[src/rtl/mem_seq_rw.sv]
// -----------------------------------------------------------------------------
// mem_seq_rw
//
// Memory write/readback sequencer. A rising edge on start (from IDLE or DONE)
// latches a pattern mode. The block then writes DEPTH words of that pattern to
// a 1-cycle-latency RAM, reads every word back and shows it on led for
// HOLD_CYCLES cycles. Any word that does not match the pattern sets err and
// bumps err_cnt.
//
// Ports
//   clk      rising-edge clock
//   rst_n    asynchronous active-low reset
//   start    start request (level); only its rising edge acts
//   mode     pattern select, sampled on the start edge
//              0 thermometer, 1 count, 2 walking one, 3 checker
//   douta    RAM read data, valid one cycle after a read strobe
//   ena      RAM enable
//   wea      RAM write enable (only ever high together with ena)
//   addra    RAM address (always < DEPTH)
//   dina     RAM write data
//   led      last word read back
//   busy     high while writing or reading
//   done     high once the sequence has completed
//   err      sticky mismatch flag, cleared by the next start edge
//   err_cnt  number of mismatching words, saturating
//
// Every output comes straight from a flop. The next-state process computes
// the next value of each output together with the next state, so the outputs
// always describe the state that is currently registered.
// -----------------------------------------------------------------------------
module mem_seq_rw #(
  parameter int DATA_W      = 16,
  parameter int ADDR_W      = 4,
  parameter int DEPTH       = 16,
  parameter int HOLD_CYCLES = 10_000_000
) (
  input  logic                clk,
  input  logic                rst_n,
  input  logic                start,
  input  logic [1:0]          mode,
  input  logic [DATA_W-1:0]   douta,
  output logic                ena,
  output logic                wea,
  output logic [ADDR_W-1:0]   addra,
  output logic [DATA_W-1:0]   dina,
  output logic [DATA_W-1:0]   led,
  output logic                busy,
  output logic                done,
  output logic                err,
  output logic [ADDR_W:0]     err_cnt
);

  // The index is one bit wider than the address so that DEPTH = 2^ADDR_W
  // still reaches its last value without wrapping.
  localparam int IW   = ADDR_W + 1;
  localparam int HC_W = $clog2(HOLD_CYCLES + 1);

  localparam logic [IW-1:0]   I_LAST = IW'(DEPTH - 1);
  localparam logic [HC_W-1:0] H_LAST = HC_W'(HOLD_CYCLES - 1);

  typedef enum logic [2:0] {
    S_IDLE      = 3'd0,
    S_WRITE     = 3'd1,
    S_READ_REQ  = 3'd2,
    S_READ_WAIT = 3'd3,
    S_HOLD      = 3'd4,
    S_DONE      = 3'd5
  } state_t;

  state_t            state, state_n;
  logic [IW-1:0]     i, i_n;
  logic [HC_W-1:0]   hold_cnt, hold_n;
  logic [1:0]        mode_q, mode_n;
  logic              start_q;
  logic              start_edge;

  logic              ena_n, wea_n, busy_n, done_n, err_n;
  logic [ADDR_W-1:0] addra_n;
  logic [DATA_W-1:0] dina_n, led_n;
  logic [ADDR_W:0]   err_cnt_n;

  assign start_edge = start & ~start_q;

  // Test pattern for word idx under pattern m.
  function automatic logic [DATA_W-1:0] pat(input logic [1:0] m,
                                            input logic [IW-1:0] idx);
    logic [DATA_W-1:0] p;
    int                k;
    p = '0;
    k = int'(idx) % DATA_W;
    case (m)
      // Bits 0..idx set; saturates to all ones once idx reaches DATA_W-1.
      2'd0: for (int b = 0; b < DATA_W; b++) p[b] = (b <= int'(idx));
      2'd1: p = DATA_W'(idx) + DATA_W'(1);
      2'd2: for (int b = 0; b < DATA_W; b++) p[b] = (b == k);
      // Even words 10..10, odd words 01..01.
      default: for (int b = 0; b < DATA_W; b++)
                 p[b] = idx[0] ? (b % 2 == 0) : (b % 2 == 1);
    endcase
    return p;
  endfunction

  always_comb begin
    state_n   = state;
    i_n       = i;
    hold_n    = hold_cnt;
    mode_n    = mode_q;
    ena_n     = 1'b0;
    wea_n     = 1'b0;
    addra_n   = addra;
    dina_n    = dina;
    led_n     = led;
    err_n     = err;
    err_cnt_n = err_cnt;

    case (state)
      S_IDLE, S_DONE: begin
        if (start_edge) begin
          state_n   = S_WRITE;
          i_n       = '0;
          hold_n    = '0;
          mode_n    = mode;
          ena_n     = 1'b1;
          wea_n     = 1'b1;
          addra_n   = '0;
          dina_n    = pat(mode, '0);
          led_n     = '0;
          err_n     = 1'b0;
          err_cnt_n = '0;
        end
      end

      // The registered outputs already show word i; set up word i+1 or the
      // first read strobe.
      S_WRITE: begin
        ena_n = 1'b1;
        if (i == I_LAST) begin
          state_n = S_READ_REQ;
          i_n     = '0;
          addra_n = '0;
        end else begin
          i_n     = i + IW'(1);
          wea_n   = 1'b1;
          addra_n = i_n[ADDR_W-1:0];
          dina_n  = pat(mode_q, i_n);
        end
      end

      S_READ_REQ: begin
        state_n = S_READ_WAIT;
      end

      // douta is the word strobed in READ_REQ.
      S_READ_WAIT: begin
        led_n   = douta;
        state_n = S_HOLD;
        hold_n  = '0;
        if (douta != pat(mode_q, i)) begin
          err_n = 1'b1;
          if (err_cnt != '1) err_cnt_n = err_cnt + (ADDR_W+1)'(1);
        end
      end

      S_HOLD: begin
        if (hold_cnt == H_LAST) begin
          hold_n = '0;
          if (i < I_LAST) begin
            state_n = S_READ_REQ;
            i_n     = i + IW'(1);
            ena_n   = 1'b1;
            addra_n = i_n[ADDR_W-1:0];
          end else begin
            state_n = S_DONE;
          end
        end else begin
          hold_n = hold_cnt + HC_W'(1);
        end
      end

      default: state_n = S_IDLE;
    endcase

    busy_n = (state_n == S_WRITE) || (state_n == S_READ_REQ) ||
             (state_n == S_READ_WAIT) || (state_n == S_HOLD);
    done_n = (state_n == S_DONE);
  end

  always_ff @(posedge clk or negedge rst_n) begin
    if (!rst_n) begin
      state    <= S_IDLE;
      i        <= '0;
      hold_cnt <= '0;
      mode_q   <= '0;
      start_q  <= 1'b0;
      ena      <= 1'b0;
      wea      <= 1'b0;
      addra    <= '0;
      dina     <= '0;
      led      <= '0;
      busy     <= 1'b0;
      done     <= 1'b0;
      err      <= 1'b0;
      err_cnt  <= '0;
    end else begin
      state    <= state_n;
      i        <= i_n;
      hold_cnt <= hold_n;
      mode_q   <= mode_n;
      start_q  <= start;
      ena      <= ena_n;
      wea      <= wea_n;
      addra    <= addra_n;
      dina     <= dina_n;
      led      <= led_n;
      busy     <= busy_n;
      done     <= done_n;
      err      <= err_n;
      err_cnt  <= err_cnt_n;
    end
  end

endmodule

[config.mk]
export PLATFORM = sky130hd
export DESIGN_NAME = mem_seq_rw
export DESIGN_NICKNAME = d
export VERILOG_FILES = /design/src/rtl/mem_seq_rw.sv
export SDC_FILE = /design/constraint.sdc
export NUM_CORES = 1
export LEC_CHECK = 0
export CAP_MARGIN = 40
export CORE_MARGIN = 2
export CORE_UTILIZATION = 56
export CTS_CLUSTER_SIZE = 40
export DETAILED_ROUTE_END_ITERATION = 10
export PLACE_DENSITY = 0.81
export SKIP_CTS_REPAIR_TIMING = 1
export SYNTH_ARGS = -nofsm -noshare
export SYNTH_HDL_FRONTEND = slang
export SYNTH_SLANG_ARGS = --single-unit
export TNS_END_PERCENT = 30
[constraint.sdc]
create_clock -name clk -period 4 [get_ports clk]
set_clock_uncertainty 0.05 [all_clocks]
set_input_delay 0.8 -clock clk [delete_from_list [all_inputs] [get_ports clk]]
set_output_delay 0.8 -clock clk [all_outputs]
set_load 0.03 [all_outputs]
==> run summary <==
CLOCKING
-------------------------------------------------------------------------------------------------
CTS tree                                                                                      yes
CTS H-tree lvls                                                                                 3
Clock slew seen by the registers of the worst setup and hold paths                          90 ps
Total number of clock tree sinks                                                               77
Insertion delay to the later sink of the worst-skew pair                                   360 ps
Inserted Clock Buffers                                                                          9
Clock Root Buffer                                                                    sky130_fd_sc_hd__clkbuf_8
Clock Tree Buf Depth                                                                            2

TIMING
-------------------------------------------------------------------------------------------------
RSZ-0062 raised after global routing                                                        false
Pin slew with the least headroom to its limit                                              751 ps
Final count of negative-setup-slack endpoints                                                   0
Minimum hold slack                                                                         290 ps
Final critical delay including setup and external delays                                  3430 ps
Final Slew Violations                                                                           0
Final Hold Violating Endpoints                                                                  0
Tcrit/Tclk final                                                                            85.7%
Highest attainable clock frequency                                                        292 MHz
Worst rel slew slack                                                                        49.6%
Final sum of negative setup slack                                                            0 ps

STATUS
-------------------------------------------------------------------------------------------------
Run status                                                                           finished clean

WORST SETUP PATH
-------------------------------------------------------------------------------------------------
Endpoint of the lowest-slack register-to-register path                                 err_cnt[0]
R2r setup slk                                                                              570 ps
Cell Chain, Critical Path                                                            ha_1 > nand2_1 > ha_1 > nand2b_1 > a2bb2oi_1 > nor3_1 > or4bb_1 > nor4_1 > and4bb_4 > nor3_2 > mux2_2
Setup CP Type                                                                             reg2reg
Delay of the slowest cell on the worst path                                                560 ps
Worst setup startpoint                                                                   addra[1]
Most numerous cell on the critical path                                              sky130_fd_sc_hd__ha_1
Crit Reg-Reg Startpoint                                                                  addra[1]
Critical-path cell with the highest stage delay                                      sky130_fd_sc_hd__dfrtp_1
Required time of the critical path                                                        4200 ps
Worst Setup End Kind                                                                     register
Crit path launch type                                                                    register
Arrival time at the worst endpoint                                                        3630 ps
Peak fanout along the critical path                                                            10
Worst-case reg-to-reg path depth                                                               11

LOGIC SYNTHESIS
-------------------------------------------------------------------------------------------------
Cell count after synthesis                                                                    611
Most used standard cell by instance count after synthesis                            sky130_fd_sc_hd__nand2_1
Cell type with the largest total area after synthesis                                sky130_fd_sc_hd__dfrtp_1
EDFF count, synth                                                                               0
Area contributors post-synth                                                         sky130_fd_sc_hd__dfrtp_1 38%, sky130_fd_sc_hd__o21ai_0 7.1%, sky130_fd_sc_hd__nand2_1 6.3%
Proportion of synthesized chip area in sequential cells                                     37.8%
Leading cell types by count after synthesis                                          86 x sky130_fd_sc_hd__nand2_1, 77 x sky130_fd_sc_hd__dfrtp_1, 72 x sky130_fd_sc_hd__o21ai_0, 39 x sky130_fd_sc_hd__nor2_1, 26 x sky130_fd_sc_hd__clkbuf_1
Post-Syn Nets                                                                                 646
Most instantiated flip-flop cell in the synthesis netlist                            sky130_fd_sc_hd__dfrtp_1
Post-Synthesis Mean Instance Area                                                       8.34 um^2
Number of distinct library cell variants in the gate-level netlist after synthesis             78
Post-synthesis cell area                                                             0.00509 mm^2
Syn. warnings                                                                                   0
Async set-reset flop share out of synthesis                                                  100%
Area share of the largest cell type after synthesis                                         37.8%
Post-synthesis register bit count                                                              77

FLOORPLANNING
-------------------------------------------------------------------------------------------------
Die Span X                                                                                99.4 um
Die area                                                                             0.00987 mm^2
Placeable core region                                                                0.00876 mm^2
Number of cell rows                                                                            34
Height of the die                                                                         99.4 um
Boundary Pins                                                                                  67
Effective utilization at floorplan                                                          58.1%

LAYOUT
-------------------------------------------------------------------------------------------------
Post-layout instance count excluding filler cells                                             781
Proportion of layout cells with a drive suffix above 1                                      7.73%
# nets final                                                                                  703
# diodes                                                                                        0
Area delta synth->final                                                                     19.3%

PLACE
-------------------------------------------------------------------------------------------------
Final HPWL DP                                                                            11100 um
Number of placed instances with taps included                                                 765
Number of input and output port buffers inserted                                               66
RePlAce Congestion                                                                           1.02

GRT
-------------------------------------------------------------------------------------------------
Number of antenna violations at the first check in global routing                               0
Global Route met1 Usage                                                                     43.7%
Most Used Layer, Global Route                                                                met2
Pin count of the biggest net entering global routing                                           53
Global-route track usage on met2                                                            51.5%
Total congestion overflow after global routing                                                  0
Global-route wire length before repair                                                   25200 um
Number of global-route vias before repair                                                    4886
Met3 layer usage reported by global route                                                   5.76%
GRT Resource Usage Total                                                                    31.9%

ROUTING
-------------------------------------------------------------------------------------------------
First-pass iteration count of the detailed router                                               5
Wirelength per Cell                                                                       19.3 um
Residual DRC count                                                                              0
Iteration-0 DRC Markers                                                                       383
Via count                                                                                    5065
Detail Route Antenna Nets                                                                       0
Post-DR vias/cell                                                                            6.49
Overall routed net length                                                                15100 um

PWR
-------------------------------------------------------------------------------------------------
Power per cell area                                                                   737 mW/mm^2
VDD IR max                                                                               0.309 mV
Leak                                                                                   0.00246 uW

RUN
-------------------------------------------------------------------------------------------------
Max-cap check violation count                                                                   0

WORST HOLD PATH
-------------------------------------------------------------------------------------------------
Hold/Removal Path Class                                                                  in2async

report_power, final:
group          total [uW]  internal (uW)  switching (uW)
clock network         584            252             332
logic                2560           1020            1540
registers            1340           1030             306
through the flow:
stage	total power [uW]	worst slack [ps]	util [%]	instance area, um^2
global placement	3820	693	66.9	5860
global route	4760	360	69.3	6080
finish	4480	572	69.3	6080
CTS	4440	605	69.3	6080
floorplan	2960	1010	-	5090
detailed placement	3840	623	67.2	5890
worst max-delay path: cells and delay by family, from the launching register on:
family	cells	cell delay, ps
mux	1	280
simple gates	7	1560
fa+ha+maj	2	660
flops	1	560
compound gates	1	200
layer usage:
layer,wire length (um),vias to the layer above
li1,-,2368
met1,6450,2395
met2,7220,271
met3,1110,31
met4,335,0
met5,0,-
flip-flops by register name (all words and copies together) (netlist names), 2 cells and up:
| register | count |
|---|---|
| hold_cnt | 24 |
| dina | 16 |
| led | 16 |
| err_cnt | 5 |
| addra | 3 |
| state | 3 |
| i | 2 |
| mode_q | 2 |
placed cells by master (no fill, tap or decap), types with 4 or more instances in the layout:
cell                               n
sky130_fd_sc_hd__dfrtp_1          77
sky130_fd_sc_hd__nor3_1           11
sky130_fd_sc_hd__nand3b_1          4
sky130_fd_sc_hd__o21ai_1          10
sky130_fd_sc_hd__o21ai_0          72
sky130_fd_sc_hd__and2_1            5
sky130_fd_sc_hd__and3_1            8
sky130_fd_sc_hd__buf_4            21
sky130_fd_sc_hd__nor4_1            9
sky130_fd_sc_hd__a22o_1            8
sky130_fd_sc_hd__nand3_1          16
sky130_fd_sc_hd__o21a_1            6
sky130_fd_sc_hd__nand2_1          86
sky130_fd_sc_hd__a31oi_1          12
sky130_fd_sc_hd__a21o_1            5
sky130_fd_sc_hd__o22ai_1           6
sky130_fd_sc_hd__a21oi_1          22
sky130_fd_sc_hd__inv_1            12
sky130_fd_sc_hd__nor3b_1           4
sky130_fd_sc_hd__nor2b_1           7
sky130_fd_sc_hd__clkdlybuf4s50_1  65
sky130_fd_sc_hd__nand4_1           9
sky130_fd_sc_hd__ha_1             14
sky130_fd_sc_hd__nor2_1           39
sky130_fd_sc_hd__o31ai_1           9
sky130_fd_sc_hd__a22oi_1           4
sky130_fd_sc_hd__a211o_1           6
sky130_fd_sc_hd__o22a_1            4
sky130_fd_sc_hd__xnor2_1          11
sky130_fd_sc_hd__nand2b_1         16
sky130_fd_sc_hd__clkbuf_8         10
final cells by class:
| class | count | area [um^2] |
|---|---|---|
| fill | 696 | 2690 |
| sequential | 77 | 1930 |
| clock buffer | 10 | 138 |
| tap | 108 | 135 |
| timing repair buffer | 87 | 836 |
| inverter | 14 | 52.6 |
| clock inverter | 6 | 52.6 |
| multi-input combinational | 479 | 2940 |
logic make-up (layout without fill, tap and decap cells):
| group | after synthesis | count (layout) | synth area share (%) |
|---|---|---|---|
| adders and majority gates | 14 | 14 | 3.44 |
| muxes | 4 | 4 | 0.811 |
| AOI/OAI and AO/OA | 205 | 205 | 26.4 |
| and+or+nand+nor | 241 | 241 | 24.2 |
| xor gates and xnor gates | 15 | 15 | 2.73 |
| DFF | 77 | 77 | 37.8 |
| buffers and inverters | 55 | 117 | 4.62 |
worst max path at each step:
stage / endpoint / slack [ps] / cells past startpoint
6_report: err_cnt[0] / 570 / 11
4_1_cts: err_cnt[0] / 610 / 11
3_5_place_dp: err_cnt[0] / 620 / 11
5_1_grt: err_cnt[0] / 360 / 11
3_3_place_gp: err_cnt[0] / 690 / 11
2_1_floorplan: err_cnt[0] / 1010 / 11
No activity file was read; power rests on OpenSTA's default activity.
